--- src/rtl/uart_receiver_if.sv ---
// Receiver-side signal bundle: baud tick, serial line, FIFO back-pressure and the
// byte/status outputs that feed the RX FIFO and the status logic.
interface uart_receiver_if #(
  parameter int unsigned SIZE_DATA = 8
);
  logic                 i_stick;
  logic                 i_rx_serial;
  logic                 i_fifo_full;
  logic [SIZE_DATA-1:0] o_rx_data;
  logic                 o_rx_done;
  logic                 o_frame_err;
  logic                 o_overrun;
  logic                 o_rx_busy;

  modport slave (
    input  i_stick,
    input  i_rx_serial,
    input  i_fifo_full,
    output o_rx_data,
    output o_rx_done,
    output o_frame_err,
    output o_overrun,
    output o_rx_busy
  );

  modport master (
    output i_stick,
    output i_rx_serial,
    output i_fifo_full,
    input  o_rx_data,
    input  o_rx_done,
    input  o_frame_err,
    input  o_overrun,
    input  o_rx_busy
  );
endinterface

--- src/rtl/uart_receiver.sv ---
// 8N1 UART receiver: oversampled start-bit validation, mid-bit data sampling, stop-bit check,
// and one-cycle FIFO write / framing-error / overrun pulses.
module uart_receiver #(
  parameter int unsigned SIZE_DATA   = 8,
  parameter int unsigned OVER_SAMPLE = 16
) (
  input  logic            i_clk,
  input  logic            i_rst,
  uart_receiver_if.slave  bus
);

  localparam int unsigned CW  = $clog2(OVER_SAMPLE);
  localparam int unsigned IW  = (SIZE_DATA > 1) ? $clog2(SIZE_DATA) : 1;
  localparam int unsigned MID = OVER_SAMPLE / 2;

  localparam logic [CW-1:0] CntMid  = CW'(MID - 1);
  localparam logic [CW-1:0] CntLast = CW'(OVER_SAMPLE - 1);
  localparam logic [IW-1:0] IdxLast = IW'(SIZE_DATA - 1);

  localparam logic [1:0] StIdle    = 2'd0;
  localparam logic [1:0] StStart   = 2'd1;
  localparam logic [1:0] StReceive = 2'd2;
  localparam logic [1:0] StStop    = 2'd3;

  logic                 r_sync1;
  logic                 r_rx_s;
  logic                 r_rx_d;
  logic [1:0]           r_state;
  logic [CW-1:0]        r_count;
  logic [IW-1:0]        r_index;
  logic [SIZE_DATA-1:0] r_shift;
  logic [SIZE_DATA-1:0] r_data;
  logic                 r_done;
  logic                 r_ferr;
  logic                 r_ovr;

  logic [1:0]           w_state_d;
  logic [CW-1:0]        w_count_d;
  logic [IW-1:0]        w_index_d;
  logic [SIZE_DATA-1:0] w_shift_d;
  logic [SIZE_DATA-1:0] w_data_d;
  logic                 w_done_d;
  logic                 w_ferr_d;
  logic                 w_ovr_d;
  logic                 w_start_edge;

  // Falling edge only: a line stuck LOW (break) cannot retrigger a frame.
  assign w_start_edge = r_rx_d & ~r_rx_s;

  always_comb begin
    w_state_d = r_state;
    w_count_d = r_count;
    w_index_d = r_index;
    w_shift_d = r_shift;
    w_data_d  = r_data;
    w_done_d  = 1'b0;
    w_ferr_d  = 1'b0;
    w_ovr_d   = 1'b0;
    case (r_state)
      StIdle: begin
        if (w_start_edge) begin
          w_state_d = StStart;
          w_count_d = '0;
          w_index_d = '0;
        end
      end
      StStart: begin
        if (bus.i_stick) begin
          if (r_count == CntMid) begin
            w_count_d = '0;
            w_state_d = r_rx_s ? StIdle : StReceive;
          end else begin
            w_count_d = r_count + 1'b1;
          end
        end
      end
      StReceive: begin
        if (bus.i_stick) begin
          if (r_count == CntLast) begin
            w_count_d          = '0;
            w_shift_d[r_index] = r_rx_s;
            if (r_index == IdxLast) begin
              w_index_d = '0;
              w_state_d = StStop;
            end else begin
              w_index_d = r_index + 1'b1;
            end
          end else begin
            w_count_d = r_count + 1'b1;
          end
        end
      end
      StStop: begin
        if (bus.i_stick) begin
          if (r_count == CntLast) begin
            w_count_d = '0;
            w_state_d = StIdle;
            if (!r_rx_s) begin
              w_ferr_d = 1'b1;
            end else if (bus.i_fifo_full) begin
              w_ovr_d = 1'b1;
            end else begin
              w_done_d = 1'b1;
              w_data_d = r_shift;
            end
          end else begin
            w_count_d = r_count + 1'b1;
          end
        end
      end
      default: begin
        w_state_d = StIdle;
        w_count_d = '0;
        w_index_d = '0;
      end
    endcase
  end

  always_ff @(posedge i_clk) begin
    if (i_rst) begin
      r_sync1 <= 1'b1;
      r_rx_s  <= 1'b1;
      r_rx_d  <= 1'b1;
      r_state <= StIdle;
      r_count <= '0;
      r_index <= '0;
      r_shift <= '0;
      r_data  <= '0;
      r_done  <= 1'b0;
      r_ferr  <= 1'b0;
      r_ovr   <= 1'b0;
    end else begin
      r_sync1 <= bus.i_rx_serial;
      r_rx_s  <= r_sync1;
      r_rx_d  <= r_rx_s;
      r_state <= w_state_d;
      r_count <= w_count_d;
      r_index <= w_index_d;
      r_shift <= w_shift_d;
      r_data  <= w_data_d;
      r_done  <= w_done_d;
      r_ferr  <= w_ferr_d;
      r_ovr   <= w_ovr_d;
    end
  end

  assign bus.o_rx_data   = r_data;
  assign bus.o_rx_done   = r_done;
  assign bus.o_frame_err = r_ferr;
  assign bus.o_overrun   = r_ovr;
  assign bus.o_rx_busy   = (r_state != StIdle);

endmodule

--- src/flat_wrapper.sv ---
// flat-port wrapper written by rule: the top's interface ports become plain ports
module uart_receiver_flat 
#(
  parameter int unsigned SIZE_DATA   = 8,
  parameter int unsigned OVER_SAMPLE = 16
)
  (i_clk, i_rst, bus_i_stick, bus_i_rx_serial, bus_i_fifo_full, bus_o_rx_data, bus_o_rx_done, bus_o_frame_err, bus_o_overrun, bus_o_rx_busy);
  uart_receiver_if #(.SIZE_DATA(SIZE_DATA)) bus_i ();
  input  logic i_clk;
  input  logic i_rst;
  input wire logic [$bits(bus_i.i_stick)-1:0] bus_i_stick;
  input wire logic [$bits(bus_i.i_rx_serial)-1:0] bus_i_rx_serial;
  input wire logic [$bits(bus_i.i_fifo_full)-1:0] bus_i_fifo_full;
  output wire logic [$bits(bus_i.o_rx_data)-1:0] bus_o_rx_data;
  output wire logic [$bits(bus_i.o_rx_done)-1:0] bus_o_rx_done;
  output wire logic [$bits(bus_i.o_frame_err)-1:0] bus_o_frame_err;
  output wire logic [$bits(bus_i.o_overrun)-1:0] bus_o_overrun;
  output wire logic [$bits(bus_i.o_rx_busy)-1:0] bus_o_rx_busy;
  assign bus_i.i_stick = bus_i_stick;
  assign bus_i.i_rx_serial = bus_i_rx_serial;
  assign bus_i.i_fifo_full = bus_i_fifo_full;
  assign bus_o_rx_data = bus_i.o_rx_data;
  assign bus_o_rx_done = bus_i.o_rx_done;
  assign bus_o_frame_err = bus_i.o_frame_err;
  assign bus_o_overrun = bus_i.o_overrun;
  assign bus_o_rx_busy = bus_i.o_rx_busy;
  uart_receiver #(.SIZE_DATA(SIZE_DATA), .OVER_SAMPLE(OVER_SAMPLE)) u_core (.i_clk(i_clk), .i_rst(i_rst), .bus(bus_i));
endmodule
--- config.mk ---
export PLATFORM = sky130hd
export DESIGN_NAME = uart_receiver_flat
export DESIGN_NICKNAME = d
export VERILOG_FILES = /design/src/rtl/uart_receiver_if.sv /design/src/rtl/uart_receiver.sv /design/src/flat_wrapper.sv
export SDC_FILE = /design/constraint.sdc
export NUM_CORES = 1
export LEC_CHECK = 0
export ABC_CLOCK_PERIOD_IN_PS = 2900
export CAP_MARGIN = 20
export CELL_PAD_IN_SITES_DETAIL_PLACEMENT = 1
export CELL_PAD_IN_SITES_GLOBAL_PLACEMENT = 2
export CORE_UTILIZATION = 36
export CTS_CLUSTER_SIZE = 28
export DETAILED_ROUTE_END_ITERATION = 8
export PLACE_DENSITY_LB_ADDON = 0.1
export SYNTH_ARGS = -nofsm -noshare
export SYNTH_HDL_FRONTEND = slang
export SYNTH_SLANG_ARGS = --single-unit
--- constraint.sdc ---
create_clock -name i_clk -period 2.9 [get_ports i_clk]
set_input_delay 0.58 -clock i_clk [delete_from_list [all_inputs] [get_ports i_clk]]
set_output_delay 0.58 -clock i_clk [all_outputs]
set_load 0.01 [all_outputs]
**Word-level counts from Yosys, hierarchy flattened**

Cells that the tools add are included.

- Register bits after elaboration: 31
- Output and inout port bits: 12
- Word-level logic and storage cells: 75

- Add/sub/neg operators: 2
- Order comparisons: 2
- Equal/unequal tests: 15
- Muxes and demuxes: 27
- Bitwise operators: 6
- Reduce and logical (&&, ||, !) cells: 12

Operators with widths:

| cell | number |
|---|---|
| two-way mux 4 bit | 5 |
| two-way mux 2 bit | 9 |
| two-way mux 3 bit | 4 |
| inequality test 2 x 1 -> 1 bit (second input constant) | 6 |
| case mux 4 bit (3 select lines) | 1 |
| bitwise mux 8 bit | 1 |
| case mux 2 bit (4 select lines) | 1 |
| AND reduction 8 bit | 1 |
| inequality test 2 bit (second input constant) | 3 |
| case mux 3 bit (2 select lines) | 1 |
| AND reduction 3 bit | 2 |
| inverter 1 bit | 5 |
| AND reduction 5 bit | 1 |
| OR reduction 5 bit | 1 |
| adder 4 x 1 -> 4 bit (second input constant) | 1 |
| == test 2 bit (second input constant) | 2 |
| == test 4 x 3 -> 1 bit (second input constant) | 1 |
| == test 4 bit (second input constant) | 1 |
| less-than comparator 3 x 4 -> 1 bit (second input constant) | 1 |
| two-way mux 1 bit | 4 |
| AND reduction 4 bit | 1 |
| nonzero test 2 bit | 2 |
| OR reduction 4 bit | 1 |
| adder 3 x 1 -> 3 bit (second input constant) | 1 |
| 8 further kinds | 8 |

**Depth between registers and ports, before layout**

- Word-level depth: 5
- Gate-level depth with buffers: 5
- Gate-level depth less buffers: 5

**Least setup slack after synthesis**

Ideal clock, no wire load.

- Kind: input -> register
- Start point: in bus_i_stick
- End point: reg u_core.r_data[4] (netlist: u_core.bus.o_rx_data[4])
- Library setup time: 0.117 ns
- Arrival: 1.363 ns
- Required time: 2.783 ns
- Path slack: 1.420 ns
- Stages: 4
- Cell sequence: nand3_1 -> nor3_4 -> mux2i_1 -> nor2_1

- Longest elaborated chain between the ends: 1

RTL lines:

| what | RTL line | text |
|---|---|---|
| start, declared | flat_wrapper.sv:11 | `input wire logic [$bits(bus_i.i_stick)-1:0] bus_i_stick;` |
| AND reduction 5 bit (no line) | n/a |  |
| end signal, assigned | uart_receiver.sv:140 | `r_data <= w_data_d;` |
| end, declared | uart_receiver.sv:32 | `logic [SIZE_DATA-1:0] r_data;` |

No other way between the ends.
A chain may end at the register's enable or synchronous reset.

==> results.toml <==
[cts]
cts.clk_slew.worst_paths_ns = 0.06
clock_sinks = 31
cts_buffers = 5
postCtsResizedCells = 0
htreeDepth = 2
cts_tree = "built"
insertion_delay_ns = 0.28
cts_hold_buffers = 0
clockRootBuffer = "clkbuf_8"
cts_setup_buffers = 0
cts_buffer_depth = 2

[drt]
final_antenna_net_count = 0
vias = 1069
dr.first_iter.drc_count = 54
firstDrtPassIters = 3
wirelength_um = 2950
wl_per_cell_um = 14.2
via_per_inst = 5.14
drcViolationCount = 0

[place]
port_buffers = 16
routabilityCongestion = 0.754
placed_cells = 201
place_hpwl_um = 2090

[timing]
min_period_ns = 2.12
clock.fmax_ghz = 0.472
worst_hold_slack_ns = 0.437
maxSlewHeadroom_pct = 55.0
hold_violations = 0
period_share_pct = 73.0
rsz0062_at_grt = "false"
setup_viol_count_final = 0
slew_violations = 0
worst_pin_slew_ns = 0.666
setup_tns_ns = 0
fin_skew_ns = 0.00123

[logic_synthesis]
synth_top_cell_by_area = "dfxtp_1"
synth_area_mm2 = 0.00136
ys_warn_count = 0
ys_ff_latch = 31
yosys-top-cells-area = "dfxtp_1, mux2i_1, nor2_1"
synthArstFlopShare_pct = 0
synth_edf_count = 0
synth.most_common_cell = "dfxtp_1"
syn_avg_cell_area_um2 = 9.35
synthDistinctLibCells = 35
synth_nets = 153
synth_top_area_share_pct = 45.8
synth_cells = 145
ys_top_cells_by_count = "dfxtp_1, nor2_1, mux2i_1"
ys.flop_type = "dfxtp_1"
yosysSeqAreaShare_pct = 45.8

[layout]
final_cells = 208
drive_gt1_share_pct = 11.1
final_util_pct = 47.0
num_antenna_cells = 0
finalNetCount = 170
area_delta_synth_final_pct = 20.2

[floorplan]
die-area_mm2 = 0.00401
num_rows = 21
die_w_um = 63.4
core_area_mm2 = 0.00347
start_util_pct = 39.1
die_h_um = 63.4
io_pins = 17

[global_route]
grt_pass1_wl_um = 5290
antenna_found_initial = 0
grt_pass1_vias = 1145
grt_usage_pct = 17.6
grt_max_degree = 31
grt_remaining_overflow = 0

[worst_setup_path]
crit_chain = "nor2_1, inv_1, clkdlybuf4s50_1"
start_kind = "register"
slowest_delay_ns = 0.58
cp.required_ns = 2.32
worstSetupPathType = "register to primary output"
crit_slowest_cell = "dfxtp_1"
critical_path.top_delay_family = "buffers and inverters"
crit_arrival_ns = 1.54
cp_num_buf_inv = 2
cp-end-kind = "primary output"
path_max_fanout = 12

[power_and_ir_drop]
power.density_mw_per_mm2 = 492
finalPower_mw = 0.802
p_leak_nw = 0.641
vdd_ir_drop_max_uv = 311

[job]
max-cap-violations = 0

[run_status]
status = "complete, no violations"

[worst_hold_path]
min_path_type = "register to register"
sequential cells by signal, indices dropped and copies added (netlist names), named ones only:
name / cells
u_core.r_count: 4
u_core.bus.o_overrun: 1
u_core.r_state: 1
u_core.bus.o_rx_data: 8
u_core.r_rx_s: 1
u_core.bus.o_rx_done: 1
u_core.r_sync1: 1
u_core.r_rx_d: 1
u_core.r_shift: 8
u_core.bus.o_frame_err: 1
u_core.r_index: 3
cell usage in the layout (no fill, tap or decap), types with 2 or more instances in the layout:
master	Yosys	routed
nand2b_1	2	2
or2_2	4	4
nand2_1	4	4
and2_1	2	2
a21oi_1	4	4
clkbuf_8	0	6
nand3_1	9	9
inv_1	4	4
o21ai_0	3	3
a211oi_1	2	2
mux2i_1	18	18
dfxtp_1	31	31
clkdlybuf4s50_1	0	16
nand4_1	4	4
nor2_1	27	27
a31oi_1	2	2
ha_1	3	3
nor2b_1	2	2
nand4b_1	2	2
worst paths after layout:
| check | from | to | depth (start not counted) | slack [ns] |
|---|---|---|---|---|
| setup / recovery | register | bus_o_rx_busy | 3 | 0.78 |
| hold / removal | u_core.r_sync1$_SDFF_PP1_ | u_core.r_rx_s$_SDFF_PP1_ | 1 | 0.44 |
| setup reg to reg | u_core.r_state[0]$_SDFFE_PP0P_ | u_core.bus.o_rx_data[5]$_SDFFE_PP0P_ | 4 | 1.14 |
| hold reg to reg | u_core.r_sync1$_SDFF_PP1_ | u_core.r_rx_s$_SDFF_PP1_ | 1 | 0.44 |
routing by layer:
| metal | track usage (%) | share of wire [%] | routed length, µm |
|---|---|---|---|
| met1 | 19.9 | 48 | 1420 |
| met2 | 29.0 | 47 | 1380 |
| met3 | 7.43 | 3.9 | 114 |
| met4 | 6.82 | 1.1 | 33 |
| met5 | 0 | 0 | 0 |
power breakdown:
group / switching [mW] / leakage, nW / internal, mW / total (mW)
Sequential: 0.00556 / 0.250 / 0.429 / 0.434
Clock: 0.153 / 0.0470 / 0.186 / 0.339
Combinational: 0.0148 / 0.343 / 0.0134 / 0.0282
Total: 0.174 / 0.641 / 0.628 / 0.802
logic make-up (layout without fill, tap and decap cells):
logic type,after synthesis,count (layout),synth area share [%]
buffers and inverters,11,28,3.97
XOR/XNOR,1,1,0.646
AO/OA/AOI/OAI,15,15,7.02
flip-flops,31,31,45.8
AND/OR/NAND/NOR,66,66,26.5
adder cells (fa/ha/maj),3,3,2.77
multiplexers,18,18,13.3
worst reg2reg max path, stage by stage (launching register included):
cell and delay [ns]:
dfxtp_1 0.58, nand3_1 0.22, nor3_4 0.51, mux2i_1 0.27, nor2_1 0.06
final cells by class:
type,count,area [µm²]
fillers,420,1840
clock inverters,1,5.00
clock buffers,6,82.6
multi-input cells,103,681
inverters,4,15.0
flip-flops and latches,31,621
well taps,46,57.6
repair buffers,17,168
through the flow:
| step | worst slack, ns | area, µm² |
|---|---|---|
| floorplan | 1.42 | 1360 |
| global placement | 0.675 | 1540 |
| detailed placement | 0.612 | 1540 |
| CTS | 0.767 | 1630 |
| global route | 0.657 | 1630 |
| finish | 0.783 | 1630 |
Note: power is estimated with default switching activity, not from simulation.
